[config.mk]
export PLATFORM = sky130hd
export DESIGN_NAME = multi_sig_proc
export DESIGN_NICKNAME = d
export VERILOG_FILES = /design/src/rtl/multi_sig_proc.sv
export SDC_FILE = /design/constraint.sdc
export NUM_CORES = 1
export LEC_CHECK = 0
export BUFFER_PORTS_ARGS = -buffer_cell sky130_fd_sc_hd__buf_2
export CORE_MARGIN = 2
export CORE_UTILIZATION = 53
export DETAILED_ROUTE_END_ITERATION = 10
export HOLD_SLACK_MARGIN = 0.06
export PLACE_DENSITY = 0.74
export SLEW_MARGIN = 5
export SYNTH_ARGS = -nofsm -noshare
export SYNTH_HDL_FRONTEND = slang
export SYNTH_SLANG_ARGS = --single-unit
[constraint.sdc]
create_clock -name clk -period 4.31 [get_ports clk]
set_clock_uncertainty 0.1 [all_clocks]
set_input_delay 0.6465 -clock clk [delete_from_list [all_inputs] [get_ports clk]]
set_output_delay 0.6465 -clock clk [all_outputs]
set_load 0.05 [all_outputs]
[src/rtl/multi_sig_proc.sv]
// N-channel signal conditioner: per-channel pass/invert/rise-pulse/stretch modes
// with shadowed configuration loaded atomically by cfg_load.
module multi_sig_proc #(
    parameter int N_CH  = 3,
    parameter int LEN_W = 4
) (
    input  logic                clk,
    input  logic                rst,
    input  logic [2*N_CH-1:0]   cfg_mode,
    input  logic [LEN_W-1:0]    cfg_len,
    input  logic                cfg_load,
    input  logic [N_CH-1:0]     sig,
    output logic [N_CH-1:0]     out,
    output logic                busy
);

    typedef enum logic [1:0] {
        MODE_PASS    = 2'b00,
        MODE_INVERT  = 2'b01,
        MODE_RISE    = 2'b10,
        MODE_STRETCH = 2'b11
    } mode_e;

    logic [N_CH-1:0]   sig_q;
    logic [N_CH-1:0]   sig_qq;
    logic [N_CH-1:0]   out_q;
    logic [N_CH-1:0]   out_d;
    logic              busy_q;
    logic [N_CH-1:0]   cnt_nz_d;
    logic [2*N_CH-1:0] mode_q;
    logic [LEN_W-1:0]  len_q;
    logic [LEN_W-1:0]  len_eff;

    // A zero length would make the stretch vanish; treat it as one cycle.
    assign len_eff = (len_q == '0) ? LEN_W'(1) : len_q;

    genvar gi;
    generate
        for (gi = 0; gi < N_CH; gi++) begin : g_ch
            logic [LEN_W-1:0] cnt_q;
            logic [LEN_W-1:0] cnt_d;
            logic             out_ch_d;
            logic             rise;

            assign rise = sig_q[gi] & ~sig_qq[gi];

            always_comb begin
                cnt_d    = '0;
                out_ch_d = 1'b0;
                case (mode_e'(mode_q[2*gi +: 2]))
                    MODE_PASS:   out_ch_d = sig_q[gi];
                    MODE_INVERT: out_ch_d = ~sig_q[gi];
                    MODE_RISE:   out_ch_d = rise;
                    MODE_STRETCH: begin
                        if (rise) begin
                            cnt_d = len_eff;
                        end else if (cnt_q != '0) begin
                            cnt_d = cnt_q - 1'b1;
                        end
                        out_ch_d = (cnt_d != '0);
                    end
                    default: out_ch_d = 1'b0;
                endcase
            end

            // Loading a new configuration restarts every channel from idle.
            always_ff @(posedge clk or posedge rst) begin
                if (rst) begin
                    cnt_q <= '0;
                end else if (cfg_load) begin
                    cnt_q <= '0;
                end else begin
                    cnt_q <= cnt_d;
                end
            end

            assign out_d[gi]    = out_ch_d;
            assign cnt_nz_d[gi] = (cnt_d != '0);
        end
    endgenerate

    always_ff @(posedge clk or posedge rst) begin
        if (rst) begin
            sig_q  <= '0;
            sig_qq <= '0;
            out_q  <= '0;
            busy_q <= 1'b0;
            mode_q <= '0;
            len_q  <= LEN_W'(1);
        end else begin
            sig_q  <= sig;
            sig_qq <= sig_q;
            out_q  <= out_d;
            busy_q <= cfg_load ? 1'b0 : (|cnt_nz_d);
            if (cfg_load) begin
                mode_q <= cfg_mode;
                len_q  <= cfg_len;
            end
        end
    end

    assign out  = out_q;
    assign busy = busy_q;

endmodule

Word-level counts from Yosys, hierarchy flattened --
Cells that the tools add are included.
Storage, ports and cells: register bits after elaboration 32, bits of input ports 16, output and inout bits 4, logic and storage cells 64
Cells by class: add/sub/neg operators 3, equality and inequality tests 9, mux-type cells 20, bitwise logic cells 9, reduce and logical (&&, ||, !) cells 14
Operators by type and width (count):
- 4-bit two-way mux | 16
- 4-bit nonzero test | 9
- 2-bit equality test, second input constant | 6
- 1-bit case mux with 4 select lines | 3
- 4-bit by 1-bit subtractor with 4-bit output, second input constant | 3
- 2-bit by 1-bit equality test with 1-bit output, second input constant | 3
- 2-bit logical NOT | 3
- 1-bit inverter | 6
- 4-bit logical NOT | 1
- 1-bit AND | 3
- 3-bit OR reduction | 1
- 1-bit two-way mux | 1

Depth between registers and ports, before layout --
word-level depth 8, gate-level depth with buffers 7

Worst setup path after synthesis --
OpenSTA, ideal clock, no wires.
kind register to register, from register g_ch[1].cnt_q[0], to register busy_q, in the netlist busy, library setup time 0.124 ns, arrival 1.495 ns, data required time 4.086 ns, path slack 2.591 ns, stages on the path, launching flop included 8, path buffers 0, path through dfrtp_1 inv_1 ha_1 xor2_1 or3_1 a21oi_1 o21ai_1 o31a_1
On the way: word-level cells in the longest chain between the ends 8, elaborated cells on any way between the ends 9
Ends and longest elaborated chain:
- from (decl) | line 40 | logic [LEN_W-1:0] cnt_q;
- from (signal assigned) | line 73 | cnt_q <= cnt_d;
- 4-bit by 1-bit subtractor with 4-bit output or 4-bit nonzero test (tied branches) | line 58, 57
- 4-bit two-way mux * | line 57 | end else if (cnt_q != '0) begin
- 4-bit two-way mux * | line 55 | if (rise) begin
- 4-bit two-way mux * (2 in a row) | line 50 | case (mode_e'(mode_q[2*gi +: 2]))
- 4-bit nonzero test * | line 78 | assign cnt_nz_d[gi] = (cnt_d != '0);
- 3-bit OR reduction * | line 94 | busy_q <= cfg_load ? 1'b0 : (|cnt_nz_d);
- 1-bit two-way mux * | line 94
- to (signal assigned) | line 94
- to (decl) | line 28 | logic busy_q;
Every way passes the cells marked *; elsewhere a longest branch is shown, timed or not. The select of a mux whose other input is x is not followed. A chain may end at the register's enable or synchronous reset.

Worst setup path after layout --
from register g_ch[2].cnt_q[0], to register busy_q, in the netlist busy
On the way: word-level cells in the longest chain between the ends 8, elaborated cells on any way between the ends 9
Ends and longest elaborated chain (line):
- from (decl) | 40
- from (signal assigned) | 73
- 4-bit by 1-bit subtractor with 4-bit output or 4-bit nonzero test (tied branches) | 58, 57
- 4-bit two-way mux * | 57
- 4-bit two-way mux * | 55
- 4-bit two-way mux * (2 in a row) | 50
- 4-bit nonzero test * | 78
- 3-bit OR reduction * | 94
- 1-bit two-way mux * | 94
Marks and branches as above.

==> out/qor.csv <==
stage,metric,value,unit
critical_path,required,4.42,ns
clocking,clk_pin_slew,0.10,ns
sta,tightest_slew,0.4752,ns
logic_synthesis,syn-num-nets,170,
logic_synthesis,synth_warnings,0,
die,dieArea,3480,sq um
route,first_pass_iters,4,
route,routed_wirelength,3103,um
power_and_ir_drop,ir_drop,187.1,uV
logic_synthesis,async_flop_share,100.0,%
clocking,cts_resized,0,
finish,nets,194,
critical_path,critPathLaunchType,register,
global_routing,overflow,0,
sta,fmax,538.8,MHz
logic_synthesis,synth_top_area_cell,dfrtp_1,
sta,setup_viol,0,
power_and_ir_drop,p_leak,0.8373,nW
critical_path,reg2reg_depth,7,
die,core,2805,sq um
logic_synthesis,synth_ff_type,dfrtp_1,
clocking,clock-sinks,32,
finish,area_delta_synth_final,11.71,%
global_routing,antenna_found_initial,0,
critical_path,critPathKind,reg2reg,
outcome,status,completed,
clocking,cts_buffers,5,
route,antenna_left,0,
global_routing,grt_pass1_vias,1212,
die,initial_utilization,57.14,%
die,die_w,58.99,um
route,detail_route.wl_per_cell,15.21,um
logic_synthesis,ys_top_cells_by_area,"dfrtp_1 48%, mux2_2 7.0%, ha_1 4.7%",
power_and_ir_drop,p_total,0.0006396,W
logic_synthesis,syn_inst,148,
logic_synthesis,netlist.area_leader.share,48.40,%
finish,drive_gt1_share,25.43,%
clocking,postCtsSetupBuffers,0,
sta,rsz0062_at_grt,false,
critical_path,worstPathArrival,1.97,ns
die,row_count,19,
route,num_vias,1183,
sta,fin_crit_sh,43.06,%
logic_synthesis,synth_edf_count,0,
place,gp_congestion,0.8424,
logic_synthesis,synth-seq-cells,32,
clocking,root_buffer,clkbuf_4,
finish,layout_commonest_cell,dfrtp_1,
logic_synthesis,synth_area,1603,sq um
power_and_ir_drop,cellPowerDensity,357.2,nW/um^2
global_routing,grt_max_degree,33,
sta,tns,0,ns
clocking,cts_hold_buf,0,
place,place_hpwl,2206,um
logic_synthesis,ys_seq_area_share,50.04,%
route,drc,0,
finish,layout_common_cells,"31 x dfrtp_1, 19 x buf_2, 15 x nor2_1",
sta,hold_violations,0,
route,drtIter0Drc,42,
sta,slew_violations,0,
global_routing,grt.total_usage,21.51,%
die,io-pin-count,20,
worst_hold_path,hold_class,in2async,
flow_run,cap_viol_max_count,0,
die,fp.dieH,58.99,um
sta,relSlewSlack,68.32,%
logic_synthesis,yosys.cell_types.count,38,
clocking,clock_latency,0.32,ns
critical_path,cp_max_fo,3,
critical_path,r2r_start,g_ch[2].cnt_q[0]$_DFF_PP0_,
logic_synthesis,syn_area_per_cell,10.83,sq um
critical_path,endpoint_kind,register,
route,vias_per_cell,5.799,
critical_path,startpoint,g_ch[2].cnt_q[0]$_DFF_PP0_,
clocking,cts_tree,yes,
clocking,cts_buffer_depth,2,
place,port_buffers,19,
sta,min_period,1.856,ns
global_routing,grt_pass1_wl,5499,um
clocking,htreeDepth,2,
finish,antenna-diode-count,0,
==> cell usage after synthesis (all sizes together), types with 4 or more instances <==
master,count
ha,6
nor3b,4
mux2,11
o21ai,7
nand2,7
dfrtp,31
a22oi,4
inv,11
a21oi,5
nand2b,6
nor2,15
mux2i,4
nor3,11
==> cell families (layout without fill, tap and decap cells) <==
kind of cell    Yosys count  count (layout)  share of synthesized area [%]
flops                    32              32                          50.04
buf+inv                  14              39                          3.357
xor+xnor                  2               2                          1.093
mux                      15              15                          11.24
fa+ha+maj                 6               6                          4.684
compound gates           28              28                          12.10
simple gates             51              51                          17.49
==> worst paths after layout <==
check | to | slack, ns
hold reg to reg | sig_qq[2]$_DFF_PP0_ | 0.34
setup / recovery | busy$_DFF_PP0_ | 2.45
min in group clk | sig_q[2]$_DFF_PP0_ | 0.33
hold / removal | mode_q[5]$_DFFE_PP0P_ | 0.29
max in group asynchronous | len_q[0]$_DFFE_PP1P_ | 3.50
setup reg to reg | busy$_DFF_PP0_ | 2.45
==> registers in the layout (all words and copies together), names as in the netlist <==
name,count
sig_qq,3
busy,1
g_ch.cnt_q,12
len_q,4
mode_q,6
out,3
sig_q,3
==> cell type report <==
| class | count | area (sq um) |
|---|---|---|
| fill | 250 | 1015 |
| tap | 31 | 38.79 |
| clock buffer | 8 | 58.81 |
| timing repair buffer | 20 | 102.6 |
| multi-input combinational | 102 | 747.0 |
| sequential | 32 | 802.0 |
| inverter | 11 | 41.29 |
==> power by group <==
part	switching [W]	total, W	leakage, nW	internal, W
Clock	0.0000967	0.000177	0.0326	0.0000805
Sequential	0.0000213	0.000343	0.401	0.000322
Combinational	0.0000703	0.000119	0.404	0.0000488
Total	0.000188	0.000640	0.837	0.000451
==> worst max-delay path: stages (launching register included) <==
cell and delay [ns]:
dfrtp_1 0.43, inv_1 0.10, ha_1 0.19, nor3b_1 0.28, o21ai_0 0.12, o21ai_1 0.14
a31oi_1 0.15, o31a_1 0.26
==> layer usage <==
layer  track usage (%)  share of wire, %  vias to the layer above
met3             7.424               3.2                        2
met5                 0                 0                        -
met4             7.468              0.48                        0
met2             34.13                52                       20
met1             27.58                44                      589
li1                  -                 -                      572
==> per-stage QoR <==
| stage | util, % | instance area, sq um | std cells | hold slack, ns | setup WS [ns] |
|---|---|---|---|---|---|
| after floorplan | - | 1603 | 148 | 0.2957 | 2.591 |
| after global placement | 61.73 | 1732 | 196 | 0.3093 | 2.547 |
| after detailed placement | 61.73 | 1732 | 196 | 0.3179 | 2.470 |
| after CTS | 63.83 | 1790 | 204 | 0.2966 | 2.452 |
| after global routing | 63.83 | 1790 | 204 | 0.2930 | 2.210 |
| final | 63.83 | 1790 | 204 | 0.2892 | 2.454 |
Power figures use the tool's default switching activity.
